<file path="src/rtl/softusb_iotest.sv">
// softusb_iotest: IO-bus test/debug peripheral for the navre core.
// Provides a byte trace FIFO drained over a valid/ready stream, pass/fail
// end-of-test signalling, a synchronised input port and a scratch register.
// io_di is registered and forced to zero when not selected so several
// peripherals can be OR-ed onto the core's read bus.
module softusb_iotest #(
   parameter logic [5:0] base_addr       = 6'h00,
   parameter int         fifo_depth_log2 = 4,
   parameter logic [7:0] end_pass        = 8'hFE,
   parameter logic [7:0] end_fail        = 8'hFF
) (
   input  logic       sys_clk,
   input  logic       sys_rst,
   input  logic       io_re,
   input  logic       io_we,
   input  logic [5:0] io_a,
   input  logic [7:0] io_do,
   output logic [7:0] io_di,
   input  logic [7:0] in_pins,
   output logic       trace_valid,
   input  logic       trace_ready,
   output logic [7:0] trace_data,
   output logic       end_of_test,
   output logic       test_done,
   output logic       test_fail,
   output logic       irq
);

   localparam int DEPTH = 1 << fifo_depth_log2;
   localparam int LW    = fifo_depth_log2 + 1;

   // Register offsets inside the 8-byte window
   localparam logic [2:0] OFF_CTRL    = 3'd0;
   localparam logic [2:0] OFF_TXDATA  = 3'd1;
   localparam logic [2:0] OFF_STATUS  = 3'd2;
   localparam logic [2:0] OFF_INPUT   = 3'd3;
   localparam logic [2:0] OFF_SCRATCH = 3'd4;
   localparam logic [2:0] OFF_CLEAR   = 3'd5;

   // Address decode
   logic       sel;
   logic [2:0] off;
   logic       wr_sel;
   logic       rd_sel;

   assign sel    = (io_a[5:3] == base_addr[5:3]);
   assign off    = io_a[2:0];
   assign wr_sel = io_we & sel;
   assign rd_sel = io_re & sel;

   // FIFO state
   logic [7:0]                 mem [DEPTH];
   logic [fifo_depth_log2-1:0] rd_ptr;
   logic [fifo_depth_log2-1:0] wr_ptr;
   logic [LW-1:0]              level;
   logic                       overflow;
   logic                       full;
   logic                       empty;
   logic                       pop;
   logic                       push_req;
   logic                       push_ok;
   logic                       clear;

   assign full     = (level == LW'(DEPTH));
   assign empty    = (level == '0);
   assign pop      = trace_valid & trace_ready;
   assign push_req = wr_sel & (off == OFF_TXDATA);
   // A full FIFO still takes a byte when the head leaves in the same cycle
   assign push_ok  = push_req & (~full | pop);
   assign clear    = wr_sel & (off == OFF_CLEAR);

   assign trace_valid = ~empty;
   assign trace_data  = mem[rd_ptr];
   assign irq         = overflow;

   // Level is reported in 5 bits; a 32-deep FIFO saturates at 31 when full
   logic [5:0] lvl6;
   logic [4:0] level5;

   assign lvl6   = 6'(level);
   assign level5 = lvl6[5] ? 5'h1F : lvl6[4:0];

   // Other registers
   logic [7:0] scratch;
   logic [7:0] sync1;
   logic [7:0] sync2;
   logic [7:0] rdata;

   // FIFO pointers, level and sticky overflow; a flush beats any pop
   always_ff @(posedge sys_clk or posedge sys_rst) begin
      if (sys_rst) begin
         rd_ptr   <= '0;
         wr_ptr   <= '0;
         level    <= '0;
         overflow <= 1'b0;
      end else if (clear) begin
         rd_ptr   <= '0;
         wr_ptr   <= '0;
         level    <= '0;
         overflow <= 1'b0;
      end else begin
         if (push_ok)
            wr_ptr <= wr_ptr + 1'b1;
         if (pop)
            rd_ptr <= rd_ptr + 1'b1;
         if (push_req & ~push_ok)
            overflow <= 1'b1;
         case ({push_ok, pop})
            2'b10:   level <= level + 1'b1;
            2'b01:   level <= level - 1'b1;
            default: level <= level;
         endcase
      end
   end

   // FIFO storage; contents are meaningless once the pointers reset
   always_ff @(posedge sys_clk) begin
      if (push_ok)
         mem[wr_ptr] <= io_do;
   end

   // End-of-test flags: sticky done/fail plus a one-cycle pulse per end write
   always_ff @(posedge sys_clk or posedge sys_rst) begin
      if (sys_rst) begin
         end_of_test <= 1'b0;
         test_done   <= 1'b0;
         test_fail   <= 1'b0;
      end else begin
         end_of_test <= 1'b0;
         if (wr_sel && off == OFF_CTRL) begin
            if (io_do == end_fail) begin
               end_of_test <= 1'b1;
               test_done   <= 1'b1;
               test_fail   <= 1'b1;
            end else if (io_do == end_pass) begin
               end_of_test <= 1'b1;
               test_done   <= 1'b1;
               test_fail   <= 1'b0;
            end
         end
      end
   end

   // Scratch register
   always_ff @(posedge sys_clk or posedge sys_rst) begin
      if (sys_rst)
         scratch <= 8'h00;
      else if (wr_sel && off == OFF_SCRATCH)
         scratch <= io_do;
   end

   // Two-flop synchroniser for the asynchronous input pins
   always_ff @(posedge sys_clk or posedge sys_rst) begin
      if (sys_rst) begin
         sync1 <= 8'h00;
         sync2 <= 8'h00;
      end else begin
         sync1 <= in_pins;
         sync2 <= sync1;
      end
   end

   // Read mux over pre-update state, so a STATUS read beside a push/pop
   // reports the level before that transfer
   always_comb begin
      rdata = 8'h00;
      case (off)
         OFF_CTRL:    rdata = {6'b0, test_fail, test_done};
         OFF_STATUS:  rdata = {overflow, full, empty, level5};
         OFF_INPUT:   rdata = sync2;
         OFF_SCRATCH: rdata = scratch;
         default:     rdata = 8'h00;
      endcase
   end

   // Registered read data, zero whenever this block is not being read
   always_ff @(posedge sys_clk or posedge sys_rst) begin
      if (sys_rst)
         io_di <= 8'h00;
      else
         io_di <= rd_sel ? rdata : 8'h00;
   end

endmodule

</file>
<file path="config.mk">
export PLATFORM = sky130hd
export DESIGN_NAME = softusb_iotest
export DESIGN_NICKNAME = d
export VERILOG_FILES = /design/src/rtl/softusb_iotest.sv
export SDC_FILE = /design/constraint.sdc
export NUM_CORES = 1
export LEC_CHECK = 0
export ABC_CLOCK_PERIOD_IN_PS = 5800
export CAP_MARGIN = 20
export CORE_ASPECT_RATIO = 1.75
export CORE_UTILIZATION = 37
export CTS_BUF_LIST = sky130_fd_sc_hd__clkbuf_16
export CTS_CLUSTER_DIAMETER = 80
export DETAILED_ROUTE_END_ITERATION = 10
export PLACE_DENSITY = 0.6
export SETUP_SLACK_MARGIN = 0.3
export SYNTH_ARGS = -nofsm -noshare
export SYNTH_HDL_FRONTEND = slang
export SYNTH_SLANG_ARGS = --single-unit
</file>
<file path="constraint.sdc">
create_clock -name sys_clk -period 5.8 [get_ports sys_clk]
set_input_delay 0.87 -clock sys_clk [delete_from_list [all_inputs] [get_ports sys_clk]]
set_output_delay 0.87 -clock sys_clk [all_outputs]
set_load 0.01 [all_outputs]
</file>
; Word level (Yosys, flattened, before mapping)
; Memories as Yosys holds them, arrays and structs flattened.
; Index checks and enable logic that the tools add are counted.
[word_totals]
ff_bits = 49
latchBits = 0
ramBits = 128
mem_bits_ro = 0
in_bits = 27
out_inout_bits = 21
word_cells = 67
n_memories = 1
[memory_table]
columns = name, depth, width, read_ports, rd_clocked_by_memory_dff, wr, line
row1 = mem, 16, 8, 1, 0, 1, 52  ; logic [7:0] mem [DEPTH];
[classes]
addsub = 4
mul = 0
div = 0
n_lt_le_gt_ge = 0
eq_ne = 10
shifts = 0
n_mux = 19
bitwise_logic = 11
reduce_logical = 11
[ops]
columns = op, count
row1 = $pmux 8 s4, 1
row2 = $eq 8x8->1 const B, 2
row3 = $mux 4, 4
row4 = $mux 1, 11
row5 = $pmux 5 s2, 1
row6 = $add 4x1->4 const B, 2
row7 = $mux 8, 1
row8 = $reduce_bool 2->1, 4
row9 = $and 1x1->1, 7
row10 = $eq 3x2->1 const B, 2
row11 = $eq 3x3->1 const B, 2
row12 = $logic_not 3->1, 2
row13 = $add 5x1->5 const B, 1
row14 = $eq 5x5->1 const B, 1
row15 = $logic_not 5->1, 1
row16 = $mux 5, 1
row17 = $sub 5x1->5 const B, 1
row18 = $eq 3x1->1 const B, 1
row19 = $not 1->1, 3
row20 = $reduce_bool 3->1, 1
row21 = $eq 2x1->1 const B, 1
row22 = $eq 2x2->1 const B, 1
row23 = $logic_and 1x1->1, 2
row24 = $reduce_and 2->1, 1
row25 = $or 1x1->1, 1

; Longest topological paths before layout
; Gate-level depths: netlist (run 1).
[depth]
ltp_word = 9
mapped_depth = 10
mapped_depth_nobuf = 9

; Worst setup path before layout (run 1)
; No wires, ideal clock.
[synth_timing]
kind = input-to-reg
startpoint = in io_a[0]
endpoint = mem mem[0][0] (enable)
setup_ns = 0.395
t_arrival_ns = 2.747
t_required_ns = 5.405
slack_ns = 2.658
stages = 4
n_path_buf = 1
path_cell_list = buf_4 -> or3b_2 -> a311o_1 -> nor4_1
[synth_via]
elab_chain_len = 5
[synth_lines]
columns = item, line
row1 = "start, declared", 16  ; input logic [5:0] io_a,
row2 = $eq 3x1->1, 67  ; assign push_req = wr_sel & (off == OFF_TXDATA);
row3 = $and 1x1->1, 67
row4 = $and 1x1->1, 69  ; assign push_ok = push_req & (~full | pop);
row5 = $mux 1, 118  ; if (push_ok)
row6 = $mux 1 (not written as such), 119  ; mem[wr_ptr] <= io_do;
row7 = "end, declared", 52
; No other way between the ends.

; Worst setup path in the final report (run 1)
[layout_timing]
startpoint = in io_a[0]
endpoint = mem mem[9][5] (enable)
; Same word-level chain as after synthesis.

==> summary.md, run 1 <==
| Metric | Value |
|---|---|
| M1 WL | 5590 um |
| # resized after CTS | 0 |
| LEAKAGE | 2.93 nW |
| Number of flops mapped to enable cells by yosys | about 130 |
| CTS H-tree depth | 4 |
| Row count | between 60 and 70 |
| CTS sink cnt | ~180 |
| Die X | approximately 110 um |
| Critical Path Source Type | primary input |
| Final Hold Fails | 0 |
| Max VDD drop | approximately 0.21 mV |
| Layout area overhead | 19.0% |
| Mean Syn Cell Area | 17.9 um2 |
| Hold Path Cell Cnt | 0 |
| Critical R2R Capture | mem[9][5]$_DFFE_PP_ |
| Die area | a little under 20000 um2 |
| Chip height | 186 um |
| Tightest Hold Check Type | flop to flop |
| Switch Pwr | around 0.001 W |
| DRC viols | 0 |
| Worst path required time | around 5800 ps |
| Vias | ~3700 |
| Synth cell types | 46 |
| CTS root buf | clkbuf_16 |
| Crit Path Max Fanout | 16 |
| Synth Cell Area | 7150 um2 |
| Detailed Routing Iterations Pass 1 | 4 |
| Max-cap violations | 0 |
| Synth Instances | 399 |
| WL met3 | about 470 um |
| Switch share | 0.287 |
| Synth Register Bits | about 180 |
| Clk_lat worst skew | between 400 and 500 ps |
| Largest net degree at the start of global routing | 50 |
| Fill cells | 1579 |
| Core Box Area | between 15000 and 20000 um2 |
| Hold buffers post-CTS | 0 |
| Setup violations, final | 0 |
| CTS tree | yes |
| Top sig layer | met4 |
| Fraction of registers with async set/reset | 0.277 |
| Placer congestion estimate | ~0.79 |
| Worst-Margin Slew | between 1000 and 1500 ps |
| Layout cells sized above 1 | 0.231 |
| Hold EP | sync2[4]$_DFF_PP0_ |
| Vias/cell | 5.26 |
| Detailed placer's ending HPWL | 10900 um |
| Crit. End Element | flop |
| Clk buf depth | 2 |
| Fin crit period | 3880 ps |
| Critical path class | primary input to flop |
| Total negative setup slack | 0 ps |
| RSZ-0062 raised after global routing | no |
| Internal power | 0.00246 W |
| Status | finished, final reports clean |
| Hold Slack | between 300 and 400 ps |
| Layout Cells excl Fill | around 710 |
| Post-Route WL | between 15000 and 20000 um |
| Top-Level Pins | between 40 and 50 |
| Post CTS Setup Buffer Count | 0 |
| Hold_sp | sync1[4]$_DFF_PP0_ |
| Nets | slightly below 500 |
| Ys Warns | 0 |
| Wirelength per Cell | about 22 um |
| Final period util | 0.670 |
| First-pass GRT wire length | about 24000 um |
| R2R depth | 5 |
| Max_slew headroom | 0.240 |
| Crit path DAT | 3910 ps |
| GRT Overall Usage | 0.168 |
| IO Port Bufs | 47 |
| Reg-to-Reg Start | level[1]$_DFFE_PP0P_ |
| Routed Antenna Nets | 0 |
| Metal2 WL | 9150 um |
| Vias in the first global route | 4025 |
| Combinational share of power | 0.249 |
| Sequential area share after synthesis | 0.710 |
| Final Max Tran Viols | 0 |
| Ys flop type | edfxtp_1 |
| Total Power | roughly 0.0035 W |
| DRT iter0 DRCs | 164 |
| PD cells | 406 nW/um2 |
| Clk slew on worst S/H paths | 70 ps |
| Congestion Overflow GR | 0 |
| ANT cells | 0 |
| Initial antenna violation count | 0 |
| Flop pwr share | 0.437 |
| Fin util | 0.454 |
| Reg2reg setup slack | 3050 ps |
| CTS Buf Count | 17 |
| DP Cell Count | 670 |
| Peak Freq | 257 MHz |
| Clock Skew | 16.2 ps |
| Syn Nets | between 400 and 500 |
| Starting Density | 0.381 |
| Clock group share of total power | 0.314 |
[registers in the layout (all words and copies together), names as in the netlist]
name,flops
end_of_test,1
io_di,8
irq,1
level,5
mem,128
rd_ptr,4
scratch,8
sync1,8
sync2,8
test_done,1
test_fail,1
wr_ptr,4
[final cells by class]
class	count	area [um2]	area share
flip-flops and latches	177	5070	0.596
multi-input cells	193	1960	0.231
repair buffers	57	568	0.0668
clock buffers	17	425	0.0500
well taps	238	298	0.0350
clock inverters	15	146	0.0172
inverters	9	33.8	0.00397
[kinds of logic after synthesis]
| group | Yosys count | share of synthesized area |
|---|---|---|
| compound gates | 35 | 0.0343 |
| xor+xnor | 5 | 0.00613 |
| fa+ha+maj | 6 | 0.0105 |
| buf+inv | 29 | 0.0194 |
| flops | 177 | 0.710 |
| mux | 61 | 0.158 |
| simple gates | 86 | 0.0625 |
[routing by layer]
layer | up-vias | global-route usage
li1 | 1694 | -
met1 | 1922 | 0.172
met2 | 82 | 0.332
met3 | 18 | 0.0333
met4 | 0 | 0.0586
met5 | - | 0
[placed cells by master (no fill, tap or decap), types with 4 or more instances in the layout]
| master | n |
|---|---|
| xor2_1 | 4 |
| a21oi_1 | 15 |
| and2_1 | 4 |
| nand2_1 | 14 |
| nor4_2 | 4 |
| edfxtp_1 | 128 |
| nor2_1 | 22 |
| clkbuf_16 | 17 |
| buf_4 | 7 |
| nand3_1 | 9 |
| ha_1 | 6 |
| mux4_2 | 40 |
| clkdlybuf4s50_1 | 47 |
| nand3b_1 | 4 |
| o21ai_0 | 7 |
| mux2i_1 | 9 |
| inv_1 | 8 |
| nand2b_1 | 4 |
| mux2_2 | 12 |
| inv_8 | 5 |
| dfrtp_1 | 48 |
| nor3_1 | 10 |
[power groups by stage]
stage	Sequential (W)	Clock, W	Combinational (W)
after global placement	0.00159	0	0.000795
after detailed placement	0.00159	0	0.000811
final	0.00151	0.00108	0.000860
after global routing	0.00152	0.00115	0.000927
after CTS	0.00157	0.00111	0.000813
after floorplan	0.00146	0	0.000630
[worst max-delay path: stages]
cell	delay, ps
clkdlybuf4s50_1	860
or3b_2	590
a311oi_2	510
nand2_1	190
nor3_1	890
[how the worst max path moves through the flow]
stage               cells past startpoint                   end             startpoint  slack (ps)
floorplan                               4   mem[0][0]$_DFFE_PP_                io_a[0]        2660
global route                            5   mem[9][5]$_DFFE_PP_                io_a[0]        1810
finish                                  5   mem[9][5]$_DFFE_PP_                io_a[0]        1920
global placement                        5  mem[10][0]$_DFFE_PP_                io_a[0]        1620
CTS                                     4         trace_data[3]  rd_ptr[0]$_DFFE_PP0P_        1540
detailed placement                      5  mem[10][1]$_DFFE_PP_                io_a[0]        1440
[Yosys cell counts (2+ instances only)]
master,count,area share
buf_4,2,0.0021
a21oi_1,15,0.011
nand2_1,14,0.0074
clkbuf_1,11,0.0058
o21ai_0,7,0.0049
inv_1,9,0.0047
nand2b_1,4,0.0035
nand3b_1,4,0.0042
mux4_2,40,0.13
buf_2,4,0.0028
nor3_1,10,0.0070
nor2_1,22,0.012
nand3_1,9,0.0063
a22oi_1,2,0.0021
and2_1,4,0.0035
xor2_1,4,0.0049
mux2_2,12,0.019
dfrtp_1,49,0.17
mux2i_1,9,0.013
nand4_1,3,0.0026
ha_1,6,0.011
a311oi_2,2,0.0042
nor4_1,6,0.0053
edfxtp_1,128,0.54
or3_1,2,0.0018
[per-stage QoR]
stage	setup slack, ps	cell area (um2)
after floorplan	2660	7150
after global placement	1620	7880
after detailed placement	1440	7880
after CTS	1540	8450
after global routing	1810	8500
final	1920	8500
No activity file was read; power rests on OpenSTA's default activity.
==> run 2: changes to the inputs <==
ABC_CLOCK_PERIOD_IN_PS = 3220   (was 5800)
PLACE_DENSITY = 0.62   (was 0.6)
clock period = 3.22 ns   (was 5.8 ns; I/O delays follow)
==> run 2 against run 1 <==
Against the previous run:
- first-iteration DRC count is 38% higher
- flip-flop and latch count did not move
- combinational power increased by 93%
- clock-buffer cell count did not move
- cell count is 4.7% higher
- via count rose by 5.5%
- non-clock buffer count rose by 33
- die area unchanged
- clock skew shrank 1.1 ps
- worst setup slack got worse by 1500 ps
- critical endpoint is now trace_data[2]
- largest cell class unchanged
- highest routed layer unchanged
==> summary.md, run 2 (synthesis results as in run 1) <==
| Metric | Value |
|---|---|
| Final period util | 0.879 |
| Hold buffers post-CTS | 0 (unchanged) |
| Die X | 107 um (unchanged) |
| GRT Overall Usage | 0.171 (+0.00263) |
| DRT iter0 DRCs | 226 (+38%) |
| Worst Path Buf+Inv | 2 (+1) |
| Reg2reg setup slack | 640 ps (-2410 ps) |
| Clock group share of total power | 0.316 (+0.002) |
| Worst-Margin Slew | 727 ps (-403 ps) |
| ANT cells | 0 (unchanged) |
| Critical Path Source Type | flop |
| Worst-path cell chain | buf_12 > mux4_2 > mux4_2 > dlygate4sd2_1 |
| Critical Path Start | rd_ptr[0]$_DFFE_PP0P_ |
| Die area | 19900 um2 (unchanged) |
| CTS sink cnt | 177 (unchanged) |
| Largest Register | mem |
| Hold Slack | 323 ps (-24.3 ps) |
| Starting Density | 0.381 (unchanged) |
| Reg-to-Reg Start | level[0]$_DFFE_PP0P_ |
| DRC viols | 0 (unchanged) |
| Layout cells sized above 1 | 0.297 (+0.0666) |
| Most common cell after layout, fill and taps aside | edfxtp_1 |
| Largest register FFs | 128 (unchanged) |
| Crit path DAT | 2350 ps (-1560 ps) |
| CTS H-tree depth | 4 (unchanged) |
| Detailed Routing Iterations Pass 1 | 4 (unchanged) |
| RSZ-0062 raised after global routing | no |
| Internal power | 0.00452 W (+84%) |
| Total negative setup slack | 0 ps (unchanged) |
| Layout area overhead | 23.0% |
| Placed instance area | 8150 um2 (+3.4%) |
| Vias in the first global route | 4234 (+5.2%) |
| Fin util | 0.469 (+0.0152) |
| Placer congestion estimate | 0.841 (+7.0%) |
| Clk slew on worst S/H paths | 70 ps (about the same) |
| CTS tree | yes |
| First-pass GRT wire length | 24200 um (+2.3%) |
| Top Family by Delay on Critical Path | multiplexers |
| Clock Skew | 15.2 ps (-1.06 ps) |
| Final Hold Fails | 0 (unchanged) |
| Worst path required time | 2740 ps (-3090 ps) |
| CP max stage delay | 530 ps (-360 ps) |
| IO Port Bufs | 47 (unchanged) |
| CTS Buf Count | 17 (unchanged) |
| Nets | 521 (+6.8%) |
| Core Box Area | 18700 um2 (unchanged) |
| Flop pwr share | 0.423 (-0.014) |
| Max_slew headroom | 0.514 (+0.273) |
| Top-Level Pins | 48 (unchanged) |
| Setup violations, final | 0 (unchanged) |
| Crit Path Max Fanout | 12 (-4) |
| Initial antenna violation count | 0 (unchanged) |
| Tightest Hold Check Type | primary input to async pin |
| Commonest non-fill, non-tap cells in the layout | edfxtp_1, dfrtp_1, mux4_2 |
| CTS root buf | clkbuf_16 |
| Congestion Overflow GR | 0 (unchanged) |
| CP max-delay cell | mux4_2 |
| LEAKAGE | 3.13 nW (+7.0%) |
| Total Power | 0.00637 W (+85%) |
| Switch Pwr | 0.00186 W (+87%) |
| Clk_lat worst skew | 420 ps (about the same) |
| Final instance area | 8790 um2 (+3.3%) |
| Combinational share of power | 0.261 (+0.012) |
| Routed Antenna Nets | 0 (unchanged) |
| Max VDD drop | 0.363 mV (+71%) |
| Fin crit period | 2830 ps |
| Final Max Tran Viols | 0 (unchanged) |
| Chip height | 186 um (unchanged) |
| Most used cell along the critical path | mux4_2 |
| Switch share | 0.291 (+0.00413) |
| Status | finished, final reports clean |
| Detailed placer's ending HPWL | 11000 um (+1.0%) |
| Max-cap violations | 0 (unchanged) |
| Clk buf depth | 2 (unchanged) |
| Vias/cell | 5.30 (+0.78%) |
| Critical path class | flop to output port |
| Vias | 3920 (+5.5%) |
| Post-Route WL | 15600 um (+0.28%) |
| Row count | 66 (unchanged) |
| Wirelength per Cell | 21.1 um (-4.2%) |
| Largest net degree at the start of global routing | 24 (-52%) |
| Crit. End Element | output port |
| Peak Freq | roughly 350 MHz |
| PD cells | 725 nW/um2 (+79%) |
-- run 2: area by class of cell --
| cell class | instances | area, um2 |
|---|---|---|
| timing repair buffer | 90 | 837 |
| sequential | 177 | 5070 |
| multi-input combinational | 193 | 1960 |
| clock buffer | 17 | 425 |
| tap | 238 | 298 |
| fill | 1590 | 9960 |
| inverter | 9 | 33.8 |
| clock inverter | 15 | 161 |
-- run 2: power by group through the flow --
stage	clock, W	combinational (W)	sequential (W)
after floorplan	0	0.00114	0.00262
after global placement	0	0.00163	0.00274
after detailed placement	0	0.00166	0.00274
after CTS	0.00205	0.00170	0.00270
after global routing	0.00213	0.00181	0.00271
final	0.00201	0.00166	0.00270
-- run 2: worst paths after layout --
| kind | cells after the start | end |
|---|---|---|
| worst max-delay path | 4 | trace_data[2] |
| worst min-delay path | 2 | io_di[0]$_DFF_PP0_ |
| worst max register to register | 9 | level[4]$_DFFE_PP0P_ |
| worst min register to register | 0 | sync2[1]$_DFF_PP0_ |
| max in group asynchronous | 3 | level[2]$_DFFE_PP0P_ |
| min in group sys_clk | 0 | sync2[1]$_DFF_PP0_ |
-- run 2: through the flow --
stage	setup WS [ps]	instances
floorplan	465	399
global placement	231	702
detailed placement	180	702
CTS	216	739
global route	314	739
finish	389	739
-- run 2: layer usage --
layer | GRT usage | up-vias | wire length (um)
met1 | 0.185 | 2013 | 5670
met3 | 0.0301 | 25 | 455
li1 | - | 1752 | -
met2 | 0.323 | 130 | 9010
met4 | 0.0701 | 0 | 441
met5 | 0 | - | 0
-- run 2: worst reg2reg max path: cells and delay by family, from the launching register on --
family | cells | cell delay [ps]
AOI/OAI and AO/OA | 4 | 590
xor gates and xnor gates | 1 | 100
DFF | 1 | 470
muxes | 1 | 280
adders and majority gates | 1 | 220
and+or+nand+nor | 2 | 780
-- run 2: what timing repair did --
action                                  in CTS  in global routing
gates cloned                                 1                  0
setup buffers                                4                  0
endpoints found under the setup margin       8                  4
gates resized for setup                     26                  4
==> run 3: changes to the inputs <==
ABC_CLOCK_PERIOD_IN_PS = 3650   (was 3220)
CTS_BUF_LIST = sky130_fd_sc_hd__clkbuf_8   (was sky130_fd_sc_hd__clkbuf_16)
PLACE_DENSITY = 0.6   (was 0.62)
clock period = 3.65 ns   (was 3.22 ns; I/O delays follow)
==> run 3 against run 2 <==
Against the previous run:
- global-route usage fell by 0.22 points
- register-to-register slack better by 310 ps
- total power down 20%
- cell count decreased by 1.1%
- clock power fell by 37%
- critical path type unchanged
- die area is the same
- critical endpoint is now trace_data[7]
- clock skew is 5.7 ps higher
==> summary.md, run 3 (synthesis results as in run 1) <==
| Metric | Value |
|---|---|
| Max_slew headroom | 0.509 (-0.00442) |
| R2R depth | 9 (unchanged) |
| Routed Antenna Nets | 0 (unchanged) |
| CTS tree | yes |
| CTS Buf Count | 17 (unchanged) |
| Hold Slack | 348 ps (+24.8 ps) |
| CP max-delay cell | mux4_2 |
| GRT Overall Usage | 0.169 (-0.00221) |
| Clock group share of total power | 0.247 (-0.069) |
| ANT cells | 0 (unchanged) |
| Worst-path cell chain | buf_12 > mux4_2 > mux4_2 > clkdlybuf4s50_1 |
| CTS H-tree depth | 4 (unchanged) |
| Critical Path Source Type | flop |
| Commonest non-fill, non-tap cells in the layout | edfxtp_1, dfrtp_1, clkdlybuf4s50_1 |
| Starting Density | 0.381 (unchanged) |
| Placer congestion estimate | 0.815 (-3.0%) |
| Worst path required time | 3100 ps (+360 ps) |
| Layout area overhead | 19.2% |
| Vias | 3857 (-1.6%) |
| RSZ-0062 raised after global routing | no |
| Vias in the first global route | 4212 (-0.52%) |
| Reg2reg setup slack | 950 ps (+310 ps) |
| Combinational share of power | 0.279 (+0.018) |
| Core Box Area | 18700 um2 (unchanged) |
| Detailed placer's ending HPWL | 10800 um (-1.3%) |
| Crit. End Element | output port |
| Largest net degree at the start of global routing | 50 (+110%) |
| Row count | 66 (unchanged) |
| DRC viols | 0 (unchanged) |
| PD cells | 597 nW/um2 (-18%) |
| Peak Freq | about 310 MHz |
| Final Hold Fails | 0 (unchanged) |
| Flop pwr share | 0.473 (+0.050) |
| Nets | 513 (-1.5%) |
| Post-Route WL | 15500 um (-0.30%) |
| DRT iter0 DRCs | 167 (-26%) |
| IO Port Bufs | 47 (unchanged) |
| Die X | 107 um (unchanged) |
| Critical path class | flop to output port |
| Clock Skew | 20.9 ps (+5.70 ps) |
| Clk buf depth | 2 (unchanged) |
| Switch share | 0.299 (+0.00838) |
| Most used cell along the critical path | mux4_2 |
| First-pass GRT wire length | 23800 um (-1.5%) |
| Most common cell after layout, fill and taps aside | edfxtp_1 |
| Layout cells sized above 1 | 0.270 (-0.0276) |
| Max VDD drop | 0.306 mV (-16%) |
| Crit path DAT | 2680 ps (+330 ps) |
| DP Cell Count | 694 (-1.1%) |
| Clk_lat worst skew | 450 ps (+30 ps) |
| Final period util | 0.884 |
| Worst-Margin Slew | 736 ps (+8.91 ps) |
| CP max stage delay | 530 ps (about the same) |
| Detailed Routing Iterations Pass 1 | 4 (unchanged) |
| Vias/cell | 5.28 (-0.53%) |
| Congestion Overflow GR | 0 (unchanged) |
| Die area | 19900 um2 (unchanged) |
| Crit Path Max Fanout | 15 (+3) |
| Wirelength per Cell | 21.2 um (+0.80%) |
| Chip height | 186 um (unchanged) |
| Hold buffers post-CTS | 0 (unchanged) |
| Largest Register | mem |
| Initial antenna violation count | 0 (unchanged) |
| Clk slew on worst S/H paths | 100 ps (+30 ps) |
| Largest register FFs | 128 (unchanged) |
| Max-cap violations | 0 (unchanged) |
| Switch Pwr | 0.00152 W (-18%) |
| Final Max Tran Viols | 0 (unchanged) |
| Total negative setup slack | 0 ps (unchanged) |
| Fill cells | 1600 (+0.63%) |
| Fin crit period | around 3200 ps |
| Tightest Hold Check Type | primary input to async pin |
| CTS sink cnt | 177 (unchanged) |
| Top-Level Pins | 48 (unchanged) |
| LEAKAGE | 2.97 nW (-5.0%) |
| Status | finished, final reports clean |
| Layout Cells excl Fill | 731 (-1.1%) |
| CTS root buf | clkbuf_8 |
| Internal power | 0.00356 W (-21%) |
| Setup violations, final | 0 (unchanged) |
-- run 3: changes by cell type in the layout (fill, tap and decap cells not counted), moves of 2 or more --
cell	delta
buf_4	-6
clkinv_1	+2
clkbuf_16	-17
clkbuf_8	+17
clkinv_4	+2
dlygate4sd2_1	-2
inv_8	-3
clkdlybuf4s50_1	+8
buf_2	-4
-- run 3: final cells by class --
class	instances	area [um2]	area share
timing repair buffer	82	771	0.0905
clock buffer	17	234	0.0275
sequential	177	5070	0.596
clock inverter	15	143	0.0168
tap	238	298	0.0350
multi-input combinational	193	1960	0.230
inverter	9	33.8	0.00397
-- run 3: path summary, 6_finish.rpt --
path,from,to
max,rd_ptr[0]$_DFFE_PP0P_,trace_data[7]
min,sys_rst,scratch[5]$_DFFE_PP0P_
max reg2reg,level[2]$_DFFE_PP0P_,level[4]$_DFFE_PP0P_
min reg2reg,sync1[1]$_DFF_PP0_,sync2[1]$_DFF_PP0_
max in group asynchronous,sys_rst,rd_ptr[0]$_DFFE_PP0P_
min in group sys_clk,sync1[1]$_DFF_PP0_,sync2[1]$_DFF_PP0_
-- run 3: repair_timing --
action,4_1_cts,5_1_grt
setup endpoints to repair,8,2
setup buffers,1,3
gates resized for setup,1,0
-- run 3: metal layers --
metal,track usage,wire [um],part of all wire,vias to the layer above
li1,-,-,-,1739
met1,0.175,5580,0.36,2016
met2,0.327,9220,0.59,88
met3,0.0347,446,0.029,14
met4,0.0614,282,0.018,0
met5,0,0,0,-
-- run 3: power groups by stage --
stage / clock, W / sequential (W) / combinational (W)
after detailed placement: 0 / 0.00248 / 0.00138
after floorplan: 0 / 0.00231 / 0.00100
after global placement: 0 / 0.00247 / 0.00136
final: 0.00126 / 0.00241 / 0.00142
after CTS: 0.00129 / 0.00241 / 0.00143
after global routing: 0.00137 / 0.00242 / 0.00153
-- run 3: critical path, delay by kind of cell, from the launching register on --
kind	cells	cell delay, ps
muxes	2	1030
buffers and inverters	2	700
DFF	1	510
-- run 3: through the flow --
step / total power, W / worst slack, ps / area, um2 / util
floorplan: 0.00331 / 831 / 7150 / -
global placement: 0.00382 / 301 / 8070 / 0.431
detailed placement: 0.00385 / 232 / 8070 / 0.431
CTS: 0.00514 / 319 / 8470 / 0.452
global route: 0.00532 / 313 / 8510 / 0.454
finish: 0.00508 / 424 / 8510 / 0.454
